==> config.mk <==
export PLATFORM = sky130hd
export DESIGN_NAME = neuron_param_loader
export DESIGN_NICKNAME = d
export VERILOG_FILES = /design/src/rtl/neuron_cfg_pkg.sv /design/src/rtl/neuron_param_loader.sv
export SDC_FILE = /design/constraint.sdc
export NUM_CORES = 1
export LEC_CHECK = 0
export ABC_CLOCK_PERIOD_IN_PS = 1600
export CORE_MARGIN = 5
export CORE_UTILIZATION = 40
export DETAILED_ROUTE_END_ITERATION = 10
export HOLD_SLACK_MARGIN = 0.15
export PLACE_DENSITY = 0.63
export SLEW_MARGIN = 20
export SYNTH_ARGS = -nofsm -noshare
export SYNTH_HDL_FRONTEND = slang
export SYNTH_SLANG_ARGS = --single-unit
==> constraint.sdc <==
create_clock -name clk -period 1.6 [get_ports clk]
set_input_delay 0.24 -clock clk [delete_from_list [all_inputs] [get_ports clk]]
set_output_delay 0.24 -clock clk [all_outputs]
set_load 0.03 [all_outputs]
==> src/rtl/neuron_cfg_pkg.sv <==
// rtl/neuron_cfg_pkg.sv - shared opcodes, loader FSM encoding and neuron reset defaults
//
// Purpose: constants shared by the parameter loader and the LIF neuron top.
//   OP_*       header opcodes carried in byte bits [7:6]
//   state_t    loader FSM encoding
//   *_RST      reset values of the neuron parameters; W_RST and TETA_RST
//              are resized to WEIGHTS / OUT_PREC by the user
package neuron_cfg_pkg;

    localparam logic [1:0] OP_ABORT  = 2'b00;
    localparam logic [1:0] OP_WR_W   = 2'b01;
    localparam logic [1:0] OP_WR_TS  = 2'b10;
    localparam logic [1:0] OP_COMMIT = 2'b11;

    typedef enum logic [1:0] {
        ST_IDLE        = 2'd0,
        ST_PAYLOAD     = 2'd1,
        ST_COMMIT_WAIT = 2'd2
    } state_t;

    localparam int W_RST     = 1;
    localparam int SHIFT_RST = 0;
    localparam int TETA_RST  = -5;

endpackage

==> src/rtl/neuron_param_loader.sv <==
// rtl/neuron_param_loader.sv - byte-stream loader committing neuron parameters on the update tick
//
// Purpose: accepts header/payload bytes into a shadow parameter set and copies
// it atomically to the active outputs on the first tick after a COMMIT, so the
// neuron core never sees a half-applied set.
// Ports:
//   clk, reset     clock, synchronous active-high reset
//   in_data        command/payload byte
//   in_valid       in_data valid
//   in_ready       byte accepted when in_valid & in_ready (low only while awaiting tick)
//   tick           neuron update strobe, sampled only while a commit is pending
//   w_o            active binary weights (WEIGHTS bits)
//   shift_o        active leak shift
//   minus_teta_o   active negated threshold, two's complement (OUT_PREC bits)
//   pending        commit requested, waiting for tick
//   applied        one-cycle pulse after the edge that updated the active set
//   err            sticky payload-timeout flag, cleared by ABORT
module neuron_param_loader
    import neuron_cfg_pkg::*;
#(
    parameter int N_STAGES = 2,
    parameter int TIMEOUT  = 16
) (
    input  logic                  clk,
    input  logic                  reset,
    input  logic [7:0]            in_data,
    input  logic                  in_valid,
    output logic                  in_ready,
    input  logic                  tick,
    output logic [2**N_STAGES-1:0] w_o,
    output logic [2:0]            shift_o,
    output logic [N_STAGES+1:0]   minus_teta_o,
    output logic                  pending,
    output logic                  applied,
    output logic                  err
);

    localparam int WEIGHTS  = 2**N_STAGES;
    localparam int OUT_PREC = N_STAGES + 2;
    localparam int CW       = $clog2(TIMEOUT);

    localparam logic [WEIGHTS-1:0]  W_INIT     = WEIGHTS'(W_RST);
    localparam logic [2:0]          SHIFT_INIT = 3'(SHIFT_RST);
    localparam logic [OUT_PREC-1:0] TETA_INIT  = OUT_PREC'(TETA_RST);
    localparam logic [CW-1:0]       CNT_LAST   = CW'(TIMEOUT - 1);

    state_t state, state_next;
    logic [CW-1:0] cnt;
    logic          payload_is_ts;

    logic [WEIGHTS-1:0]  shadow_w;
    logic [2:0]          shadow_shift;
    logic [OUT_PREC-1:0] shadow_teta;

    logic       xfer;
    logic [1:0] opcode;
    logic       hdr_payload;
    logic       do_abort;
    logic       do_load;
    logic       do_timeout;
    logic       do_commit;

    // Header bits [5:0] and the payload bits between the field slices carry
    // no meaning; this keeps the whole byte visibly consumed.
    logic unused_in_data;
    assign unused_in_data = ^in_data;

    assign opcode = in_data[7:6];
    assign xfer   = in_valid && in_ready;

    always_ff @(posedge clk) begin
        if (reset) begin
            state <= ST_IDLE;
        end else begin
            state <= state_next;
        end
    end

    always_comb begin
        state_next  = state;
        in_ready    = 1'b1;
        pending     = 1'b0;
        hdr_payload = 1'b0;
        do_abort    = 1'b0;
        do_load     = 1'b0;
        do_timeout  = 1'b0;
        do_commit   = 1'b0;
        case (state)
            ST_IDLE: begin
                if (xfer) begin
                    case (opcode)
                        OP_ABORT:  do_abort = 1'b1;
                        OP_WR_W,
                        OP_WR_TS: begin
                            hdr_payload = 1'b1;
                            state_next  = ST_PAYLOAD;
                        end
                        default:   state_next = ST_COMMIT_WAIT;
                    endcase
                end
            end
            ST_PAYLOAD: begin
                // A byte arriving in the expiry cycle is still taken.
                if (xfer) begin
                    do_load    = 1'b1;
                    state_next = ST_IDLE;
                end else if (cnt == CNT_LAST) begin
                    do_timeout = 1'b1;
                    state_next = ST_IDLE;
                end
            end
            ST_COMMIT_WAIT: begin
                // Only reachable the cycle after the COMMIT header, so a tick
                // coincident with that header never commits.
                in_ready = 1'b0;
                pending  = 1'b1;
                if (tick) begin
                    do_commit  = 1'b1;
                    state_next = ST_IDLE;
                end
            end
            default: state_next = ST_IDLE;
        endcase
    end

    always_ff @(posedge clk) begin
        if (reset) begin
            cnt           <= '0;
            payload_is_ts <= 1'b0;
            shadow_w      <= W_INIT;
            shadow_shift  <= SHIFT_INIT;
            shadow_teta   <= TETA_INIT;
            w_o           <= W_INIT;
            shift_o       <= SHIFT_INIT;
            minus_teta_o  <= TETA_INIT;
            applied       <= 1'b0;
            err           <= 1'b0;
        end else begin
            // Held at zero outside PAYLOAD, so it starts from zero on entry.
            if (state != ST_PAYLOAD) begin
                cnt <= '0;
            end else if (!xfer) begin
                cnt <= cnt + 1'b1;
            end

            if (hdr_payload) begin
                payload_is_ts <= (opcode == OP_WR_TS);
            end

            if (do_abort) begin
                shadow_w     <= w_o;
                shadow_shift <= shift_o;
                shadow_teta  <= minus_teta_o;
                err          <= 1'b0;
            end

            if (do_load) begin
                if (payload_is_ts) begin
                    shadow_shift <= in_data[7:5];
                    shadow_teta  <= in_data[OUT_PREC-1:0];
                end else begin
                    shadow_w <= in_data[WEIGHTS-1:0];
                end
            end

            if (do_timeout) begin
                err <= 1'b1;
            end

            applied <= do_commit;
            if (do_commit) begin
                w_o          <= shadow_w;
                shift_o      <= shadow_shift;
                minus_teta_o <= shadow_teta;
            end
        end
    end

endmodule

==> PnR_summary.wiki <==
{| class="wikitable"
! Metric !! Value
|-
| Antenna Violating Nets Remaining || 0
|-
| Total detailed-routing wirelength || 2930 µm
|-
| Number of detailed-routing iterations run before antenna repair || 4
|-
| Slowest cell delay on critical path || between 600 and 700 ps
|-
| Count of mapped cells out of synthesis || 150
|-
| Die area || 4556 µm²
|-
| Cell at the slowest stage of the critical path || sky130_fd_sc_hd__clkdlybuf4s50_1
|-
| FF-to-FF path depth || 5
|-
| Post-route fraction of the period consumed by the critical path || 95.78%
|-
| Effective utilization at floorplan || 42.62%
|-
| GRT Util Overall || 14.84%
|-
| Fraction of the core area covered by cells at the end of the flow || between 50% and 60%
|-
| Cell depth of the worst hold path || 2
|-
| Standard-cell row count || 20
|-
| Antenna violations before repair || 0
|-
| Final-layout fill cell count || 319
|-
| Critical Path, Cell by Cell || clkdlybuf4s50_1
|-
| Weighted congestion reported at the end of routability-driven placement || 0.7342
|-
| Post-detailed-route via-to-cell ratio || slightly below 5
|-
| Flip-flop and latch count after synthesis || 31
|-
| Storage element area || 620.6 µm²
|-
| Hold Path End || w_o[1]$_SDFFE_PP0P_
|-
| Final worst clock skew || 6.416 ps
|-
| Count leader, synth || sky130_fd_sc_hd__dfxtp_1
|-
| # H-tree levels || 2
|-
| Critical R2R Launch || state[1]$_SDFFE_PP0P_
|-
| Fraction of layout cells with a size suffix above 1 || between 10% and 20%
|-
| Combined buffer and inverter count along the critical path || 1
|-
| Wire length of the first global-routing pass || 4988 µm
|-
| Critical-path maximum fanout || 1
|-
| Fin. max-slew vios || 0
|-
| Worst endpoint required time || about 1400 ps
|-
| CTS Buffer Depth || 2
|-
| Clock latency on the worst-skew pair || 320 ps
|-
| CTS root buffer || sky130_fd_sc_hd__clkbuf_4
|-
| Detailed placer's ending HPWL || 2076 µm
|-
| Cell types with the highest counts after synthesis || sky130_fd_sc_hd__dfxtp_1 (31), sky130_fd_sc_hd__nand2_1 (23), sky130_fd_sc_hd__a21oi_1 (19), sky130_fd_sc_hd__mux2i_1 (13), sky130_fd_sc_hd__o21ai_0 (7)
|-
| MaxCap Viol Count || 0
|-
| Number of global-route vias before repair || about 1.1k
|-
| Number of unique standard cell types used by synthesis || 27
|-
| Number of flops mapped to enable cells by yosys || 0
|-
| Yosys top cell area share || a little under half
|-
| Multi-input gate area || 624.3 µm²
|-
| CTS Hold Bufs || 0
|-
| RSZ-0062 raised after global routing || no
|-
| Crit start category || flip-flop
|-
| Min Hold Slack || 456.4 ps
|-
| Kind of path behind the tightest hold check || reg2reg
|-
| IO Count || 27
|-
| Die Width || a little under 70 µm
|-
| Endpoint kind of the worst setup timing path || output pin
|-
| Final setup violation count || 0
|-
| Worst reg2reg path endpoint || shadow_w[0]$_SDFF_PP1_
|-
| Max-slew headroom at the worst pin || 78.30%
|-
| CTS sink cnt || 31
|-
| Share of flip-flops with an asynchronous set or reset || 0%
|-
| Top_reg_cell synth || sky130_fd_sc_hd__dfxtp_1
|-
| Kind of cell with the highest combined delay on the critical path || buffers and inverters
|-
| Power Density || 855.5 nW/µm²
|-
| Wire length per cell after detailed routing || 12.85 µm
|-
| Post-Synthesis Cell Area || 1323 µm²
|-
| Drt drc || 0
|-
| Nets@finish || 198
|-
| Congestion Overflow GR || 0
|-
| WP depth || 1
|-
| Hold path startpoint || shadow_w[1]$_SDFF_PP0_
|-
| Leakage power total || 0.7122 nW
|-
| Height of the die || 67.50 µm
|-
| Register-to-register setup slack || 230 ps
|-
| Top area cells in the synthesized netlist || sky130_fd_sc_hd__dfxtp_1 (47%), sky130_fd_sc_hd__mux2i_1 (9.8%), sky130_fd_sc_hd__a21oi_1 (7.2%)
|-
| Transition time at the pin with the least slew margin || 321.2 ps
|-
| Fin crit period || 1533 ps
|-
| Maximum resistive drop on vdd || ~330 µV
|-
| CTS tree || built
|-
| Syn Nets || around 170
|-
| Inserted Diodes || 0
|-
| Post-synth top area cell || sky130_fd_sc_hd__dfxtp_1
|-
| Outcome || complete, no violations
|-
| Max Clock Freq || roughly 0.65 GHz
|-
| Fin. Hold Viols || 0
|-
| Overall power consumption || approximately 1.5 mW
|-
| Startpoint-to-endpoint class of the critical path || reg2out
|-
| Pin count of the biggest net entering global routing || 17
|-
| Data arrival time at the worst-slack endpoint || 1290 ps
|-
| Area growth from synthesis to final layout || 31.79%
|-
| Input/output buffers || 25
|-
| Clock transition at the register clock pins on the worst setup and hold paths after CTS || 100 ps
|-
| Portion of the post-synthesis area used by sequential elements || 46.93%
|-
| Synthesized area divided by synthesized cell count || just under 9 µm²
|-
| Number of buffers created by CTS || 5
|-
| Synthesis Warnings || 0
|-
| Core ar. || ~3100 µm²
|-
| Via count || around 1.1k
|-
| Count of routing violations after the opening detailed-route iteration || 63
|}
## timing repair
item                                   4_1_cts  5_1_grt
buffers inserted                             0        0
resized for setup                           12        2
pin swaps                                    0        0
gates cloned                                 0        0
endpoints found under the hold margin        0        0
setup endpoints to repair                   12        2
## cell families after synthesis
| group | after synthesis | synth area share, % |
|---|---|---|
| muxes | 13 | 9.839 |
| DFF | 31 | 46.93 |
| buffers and inverters | 17 | 5.865 |
| xor gates and xnor gates | 3 | 1.987 |
| adders and majority gates | 3 | 2.839 |
| AOI/OAI and AO/OA | 28 | 10.78 |
| and+or+nand+nor | 55 | 21.76 |
## final cells by class
| class | count | area share [%] |
|---|---|---|
| Tap cell | 44 | 3.159 |
| Clock buffer | 8 | 3.948 |
| Inverter | 6 | 1.292 |
| Timing Repair Buffer | 37 | 20.17 |
| Multi-Input combinational cell | 102 | 35.82 |
| Sequential cell | 31 | 35.61 |
## metal layers
| layer | track usage, % | wire (µm) | up-vias |
|---|---|---|---|
| li1 | - | - | 576 |
| met1 | 17.14 | 1368 | 516 |
| met2 | 24.79 | 1368 | 19 |
| met3 | 4.659 | 140 | 5 |
| met4 | 6.835 | 53 | 0 |
| met5 | 0 | 0 | - |
## flip-flops by register name (all words and copies together), names as in the netlist
register	cells
shadow_w	4
cnt	4
minus_teta_o	4
state	2
payload_is_ts	1
applied	1
shadow_teta	4
w_o	4
shift_o	3
shadow_shift	3
err	1
## layout by cell type, fill, tap and decap left out, drive strengths merged
cell and n:
nand4bb 1, nand2 23, and4bb 1, and3b 1, xor2 2, nor3 6
nand4b 2, nor4b 1, a31oi 2, clkdlybuf4s15 1, xnor2 1, nand2b 1
nand3 5, dlygate4sd2 11, mux2i 13, nor2b 3, dlymetal6s2s 1, nand3b 1
a21oi 19, and2 1, clkdlybuf4s50 11, buf 13, inv 6, nor4bb 2
nand4 1, dfxtp 31, nor2 6, ha 3, clkbuf 8, o21ai 7
## metrics by stage
| step | TNS, ps | cell area (µm²) | setup WS (ps) | std cells |
|---|---|---|---|---|
| global placement | -1671 | 1685 | -169.7 | 220 |
| floorplan | 0 | 1323 | 96.17 | 150 |
| CTS | 0 | 1739 | 19.62 | 228 |
| finish | 0 | 1743 | 67.45 | 228 |
| global route | 0 | 1743 | 8.802 | 228 |
| detailed placement | -1939 | 1685 | -167.4 | 220 |
## worst max-delay path by stage
stage                     slack (ps)                          to                  start
after global routing               9                    in_ready  state[0]$_SDFFE_PP0P_
after CTS                         20                         err       err$_SDFFE_PP0P_
after detailed placement        -170      shadow_w[0]$_SDFF_PP1_             in_data[6]
after floorplan                  100                    in_ready  state[1]$_SDFFE_PP0P_
final                             70                     applied     applied$_SDFF_PP0_
after global placement          -170  payload_is_ts$_SDFFE_PP0P_             in_data[6]
## power breakdown
part	leakage, nW	switching (mW)	total, mW	internal, mW
Combinational	0.423	0.0905	0.176	0.0855
Clock	0.0386	0.262	0.520	0.258
Sequential	0.251	0.00923	0.795	0.785
Note: power is estimated with default switching activity, not from simulation.
